[src/rtl/cs_result_fifo.sv]
// Result FIFO behind the CS averaging stage: drops warm-up results and buffers the rest for a stalling consumer.
// Optional CS_PEAK_EN adds a running maximum of accepted results on the peak port.
module cs_result_fifo #(
  parameter int DEPTH  = 8,
  parameter int WARMUP = 9
) (
  input  logic                     clk,
  input  logic                     reset,
  input  logic                     x_strobe,
  input  logic [9:0]               y_in,
  input  logic                     flush,
  input  logic                     out_ready,
  output logic                     out_valid,
  output logic [9:0]               out_data,
  output logic [$clog2(DEPTH):0]   count,
  output logic                     full,
  output logic                     overflow
`ifdef CS_PEAK_EN
  ,
  output logic [9:0]               peak
`endif
);

  localparam int AW = $clog2(DEPTH);
  localparam int CW = AW + 1;
  localparam int WW = (WARMUP > 2) ? $clog2(WARMUP) : 1;
  localparam logic [WW-1:0] WLAST  = WW'(WARMUP - 1);
  localparam logic [CW-1:0] CDEPTH = CW'(DEPTH);

  logic [9:0]    mem [DEPTH];
  logic [AW-1:0] wptr;
  logic [AW-1:0] rptr;
  logic [WW-1:0] wcnt;
  logic          cap;
  logic          pop;
  logic          push;
  logic          wr;

  assign out_valid = (count != '0);
  assign full      = (count == CDEPTH);
  assign pop       = out_valid & out_ready;
  assign push      = cap & (wcnt == WLAST);
  // A pop in the same cycle frees the slot, so a push into a full FIFO still lands.
  assign wr        = push & (~full | pop);
  assign out_data  = out_valid ? mem[rptr] : '0;

  always_ff @(posedge clk or negedge reset) begin
    if (!reset) begin
      cap      <= 1'b0;
      wcnt     <= '0;
      wptr     <= '0;
      rptr     <= '0;
      count    <= '0;
      overflow <= 1'b0;
    end else if (flush) begin
      cap   <= 1'b0;
      wcnt  <= '0;
      wptr  <= '0;
      rptr  <= '0;
      count <= '0;
    end else begin
      cap <= x_strobe;
      if (cap && (wcnt != WLAST))
        wcnt <= wcnt + WW'(1);
      if (wr)
        wptr <= wptr + AW'(1);
      if (pop)
        rptr <= rptr + AW'(1);
      count <= count + CW'(wr) - CW'(pop);
      if (push && full && !pop)
        overflow <= 1'b1;
    end
  end

  // Storage is deliberately left out of reset.
  always_ff @(posedge clk) begin
    if (wr && !flush)
      mem[wptr] <= y_in;
  end

`ifdef CS_PEAK_EN
  always_ff @(posedge clk or negedge reset) begin
    if (!reset)
      peak <= '0;
    else if (flush)
      peak <= '0;
    else if (wr && (y_in > peak))
      peak <= y_in;
  end
`endif

endmodule

[config.mk]
export PLATFORM = sky130hd
export DESIGN_NAME = cs_result_fifo
export DESIGN_NICKNAME = d
export VERILOG_FILES = /design/src/rtl/cs_result_fifo.sv
export SDC_FILE = /design/constraint.sdc
export NUM_CORES = 1
export LEC_CHECK = 0
export BUFFER_PORTS_ARGS = -buffer_cell sky130_fd_sc_hd__buf_2
export CAP_MARGIN = 10
export CORE_MARGIN = 2
export CORE_UTILIZATION = 50
export DETAILED_ROUTE_END_ITERATION = 16
export GPL_TIMING_DRIVEN = 0
export PLACE_DENSITY = 0.68
export SLEW_MARGIN = 20
export SYNTH_ARGS = -nofsm -noshare
export SYNTH_HDL_FRONTEND = slang
export SYNTH_SLANG_ARGS = --single-unit
[constraint.sdc]
create_clock -name clk -period 8.01 [get_ports clk]
set_input_delay 0.801 -clock clk [delete_from_list [all_inputs] [get_ports clk]]
set_output_delay 0.801 -clock clk [all_outputs]
set_load 0.01 [all_outputs]
==> summary.txt <==
Yosys
  • Yosys reg bits: 96
  • Commonest register cell after synthesis: edfxtp_1
  • Post-Syn Instances: 222
  • Syn_nets: 247
  • Seq/Total Area, Yosys: 70.4%
  • Synthesized area: 3980 sq um
  • Async SR Flop Fraction: 16.7%
  • Post-synth EDFFs: 80
  • Synth cell types: 37
  • Synth Area per Inst: 17.9 sq um
  • Synthesis Warnings: 0

Critical path
  • CP startpoint: count[2]
  • CP startpoint kind: register
  • Required time of the critical path: 7210 ps
  • Reg2Reg Setup Slack: 5410 ps
  • Critical Path Fanout Max: 10
  • Worst R2R Start: wcnt[0]
  • Crit path DAT: 2410 ps
  • R2R cell count: 8
  • CP Capture Type: output pin
  • Top delay family on crit path: simple AND/OR/NAND/NOR gates
  • Worst path cell trace: inv_1 > ha_1 > nor3b_4 > nor2_1 > a22o_1 > buf_2
  • Slowest cell on crit path: nor2_1
  • Crit. path cell count: 6
  • CP max stage delay: 740 ps
  • Setup CP Type: register to output pin
  • CP bufs+invs: 2

Clock tree
  • CTS sink cnt: 96
  • Post-CTS setup buffers: 0
  • H-tree Lvls: 3
  • CTS tree: yes
  • CTS root buffer: clkbuf_8
  • PostCTS Resize Cnt: 0
  • Hold buffers post-CTS: 0
  • Clock Path Buffers: 2
  • Clock transition at the registers of the reported paths: 90 ps
  • Skew-Pair Late Insertion Delay: 360 ps
  • Num CTS Buffers: 9

Timing
  • Minimum clock period: 3210 ps
  • RSZ-0062 raised after global routing: no
  • Max_slew headroom: 35.6%
  • Final Hold Viols: 0
  • Slew @ Worst Pin: 963 ps
  • Tcrit/Tclk final: 40.1%
  • Final Max Slew Viols: 0
  • Timing-limited maximum frequency: 311 MHz
  • Clock Skew: 10.4 ps
  • Setup-failing EPs final: 0
  • Post-route setup slack: 4800 ps
  • Setup TNS: 0 ps

Cells and area
  • Fillers: 582
  • NumNets Final: 301
  • Fraction of layout instances using a drive strength above 1: 33.8%
  • Area Overhead vs Synth: 14.9%
  • # diodes: 0

Global route
  • First-pass GRT wire length: 11.7 mm
  • Initial antenna violation count: 0
  • GRT Residual Overflow: 0
  • Global Route Usage Sum: 18.9%
  • Largest net degree at the start of global routing: 18
  • Vias in the first global route: 2150

Power
  • Leakage power: 0.00163 uW
  • Total power density per cell area: 257 nW/um^2
  • VDD IR-drop max: 0.0982 mV

Flow run
  • Max-cap check violation count: 0

Routing
  • 1st-pass router iterations: 4
  • Remaining antenna violation count: 0
  • Routed vias/inst: 5.68
  • Routed length per placed instance: 20.0 microns
  • Via Count: 2176
  • Post-Route WL: 7.64 mm
  • DRC violations left: 0
  • DRT iter0 DRCs: 238

Floorplan
  • Die ar.: 8690 sq um
  • Core ar.: 7730 sq um
  • Die Wd: 93.2 microns
  • Row count: 32
  • Initial core utilization: 51.5%
  • I/O Pins: 32
  • Die height: 93.2 microns

Place
  • Routability cong.: 0.690
  • DP HPWL: 5.22 mm
  • Pre-CTS setup slack: 5170 ps
  • IO Port Bufs: 31

Run status
  • Outcome: finished, final reports clean

Worst hold path
  • HP Class: input pin to asynchronous set/reset pin
==> state kept, by name, summed over array words and instances (netlist names) <==
name      cells
mem          80
wptr          3
count         4
rptr          3
wcnt          4
cap           1
overflow      1
==> worst register-to-register path: stages, from the launching register on <==
cell	delay, ps
dfrtp_1	420
inv_1	90
ha_1	180
nand4b_1	210
a21o_1	210
buf_2	190
nor4_2	610
buf_4	260
buf_2	160
==> routing by layer <==
metal / global-route usage [%] / share of wire (%) / up-vias
met2: 29.4 / 49 / 40
met3: 3.38 / 3.5 / 9
met4: 7.35 / 1.7 / 0
li1: - / - / 994
met1: 27.1 / 46 / 1133
met5: 0 / 0 / -
==> synth_stat cells (2+ instances only) <==
cell	n	share of area, %
nor2b_1	4	0.63
nor4_1	4	0.63
a22o_1	10	2.2
mux2i_1	2	0.50
nor2_1	11	1.0
mux4_2	19	11
edfxtp_1	80	60
a31o_2	2	0.44
nor3_1	4	0.50
nand3_1	4	0.50
dfrtp_1	16	10
clkbuf_1	4	0.38
a21oi_1	7	0.88
a21o_1	2	0.38
nand3b_1	2	0.38
ha_1	9	2.8
o21ai_0	6	0.75
inv_1	13	1.2
mux2_2	2	0.57
nand2b_1	4	0.63
==> cells by family (layout without fill, tap and decap cells) <==
| group | Yosys count | in the layout | share of synthesized area (%) |
|---|---|---|---|
| AOI/OAI and AO/OA | 29 | 29 | 5.06 |
| buffers and inverters | 20 | 79 | 2.20 |
| xor gates and xnor gates | 2 | 2 | 0.440 |
| DFF | 96 | 96 | 70.4 |
| muxes | 24 | 24 | 12.5 |
| adders and majority gates | 10 | 10 | 3.33 |
| and+or+nand+nor | 41 | 41 | 6.13 |
==> path summary, 6_finish.rpt <==
kind / end
worst max-delay path: out_data[9]
worst min-delay path: wcnt[2]
worst max register to register: mem[4][1]
worst min register to register: overflow
max in group asynchronous: wptr[1]
min in group clk: overflow
==> power breakdown <==
group	total, uW	leakage, uW	internal (uW)	switching (uW)
Combinational	315	0.000611	152	164
Sequential	570	0.000936	553	17.7
Clock	292	0.0000879	116	176
==> cells in the final DEF (no fill, tap or decap), types with 6 or more instances in the layout <==
master and count:
buf_2 38, clkbuf_8 9, dfrtp_1 16, mux4_2 19, edfxtp_1 80, ha_1 9
inv_1 13, o21ai_0 6, a21oi_1 7, nor2_1 11, a22o_1 10
==> final cells by class <==
| cell class | count | area, sq um | area share [%] |
|---|---|---|---|
| buffer | 7 | 38.8 | 0.848 |
| clock buffer | 9 | 124 | 2.71 |
| clock inverter | 7 | 53.8 | 1.18 |
| inverter | 13 | 48.8 | 1.07 |
| multi-input combinational | 106 | 1140 | 24.9 |
| sequential | 96 | 2800 | 61.3 |
| tap | 102 | 128 | 2.79 |
| timing repair buffer | 43 | 241 | 5.28 |
==> per-stage QoR <==
step	power (uW)	utilization, %	instance area [sq um]	cells	hold WS (ps)
detailed placement	903	56.9	4400	367	454
global route	1240	59.2	4570	383	373
floorplan	798	-	3980	222	505
global placement	897	55.2	4270	355	456
finish	1180	59.2	4570	383	351
CTS	1190	59.2	4570	383	351
(Power assumes the default switching activity.)
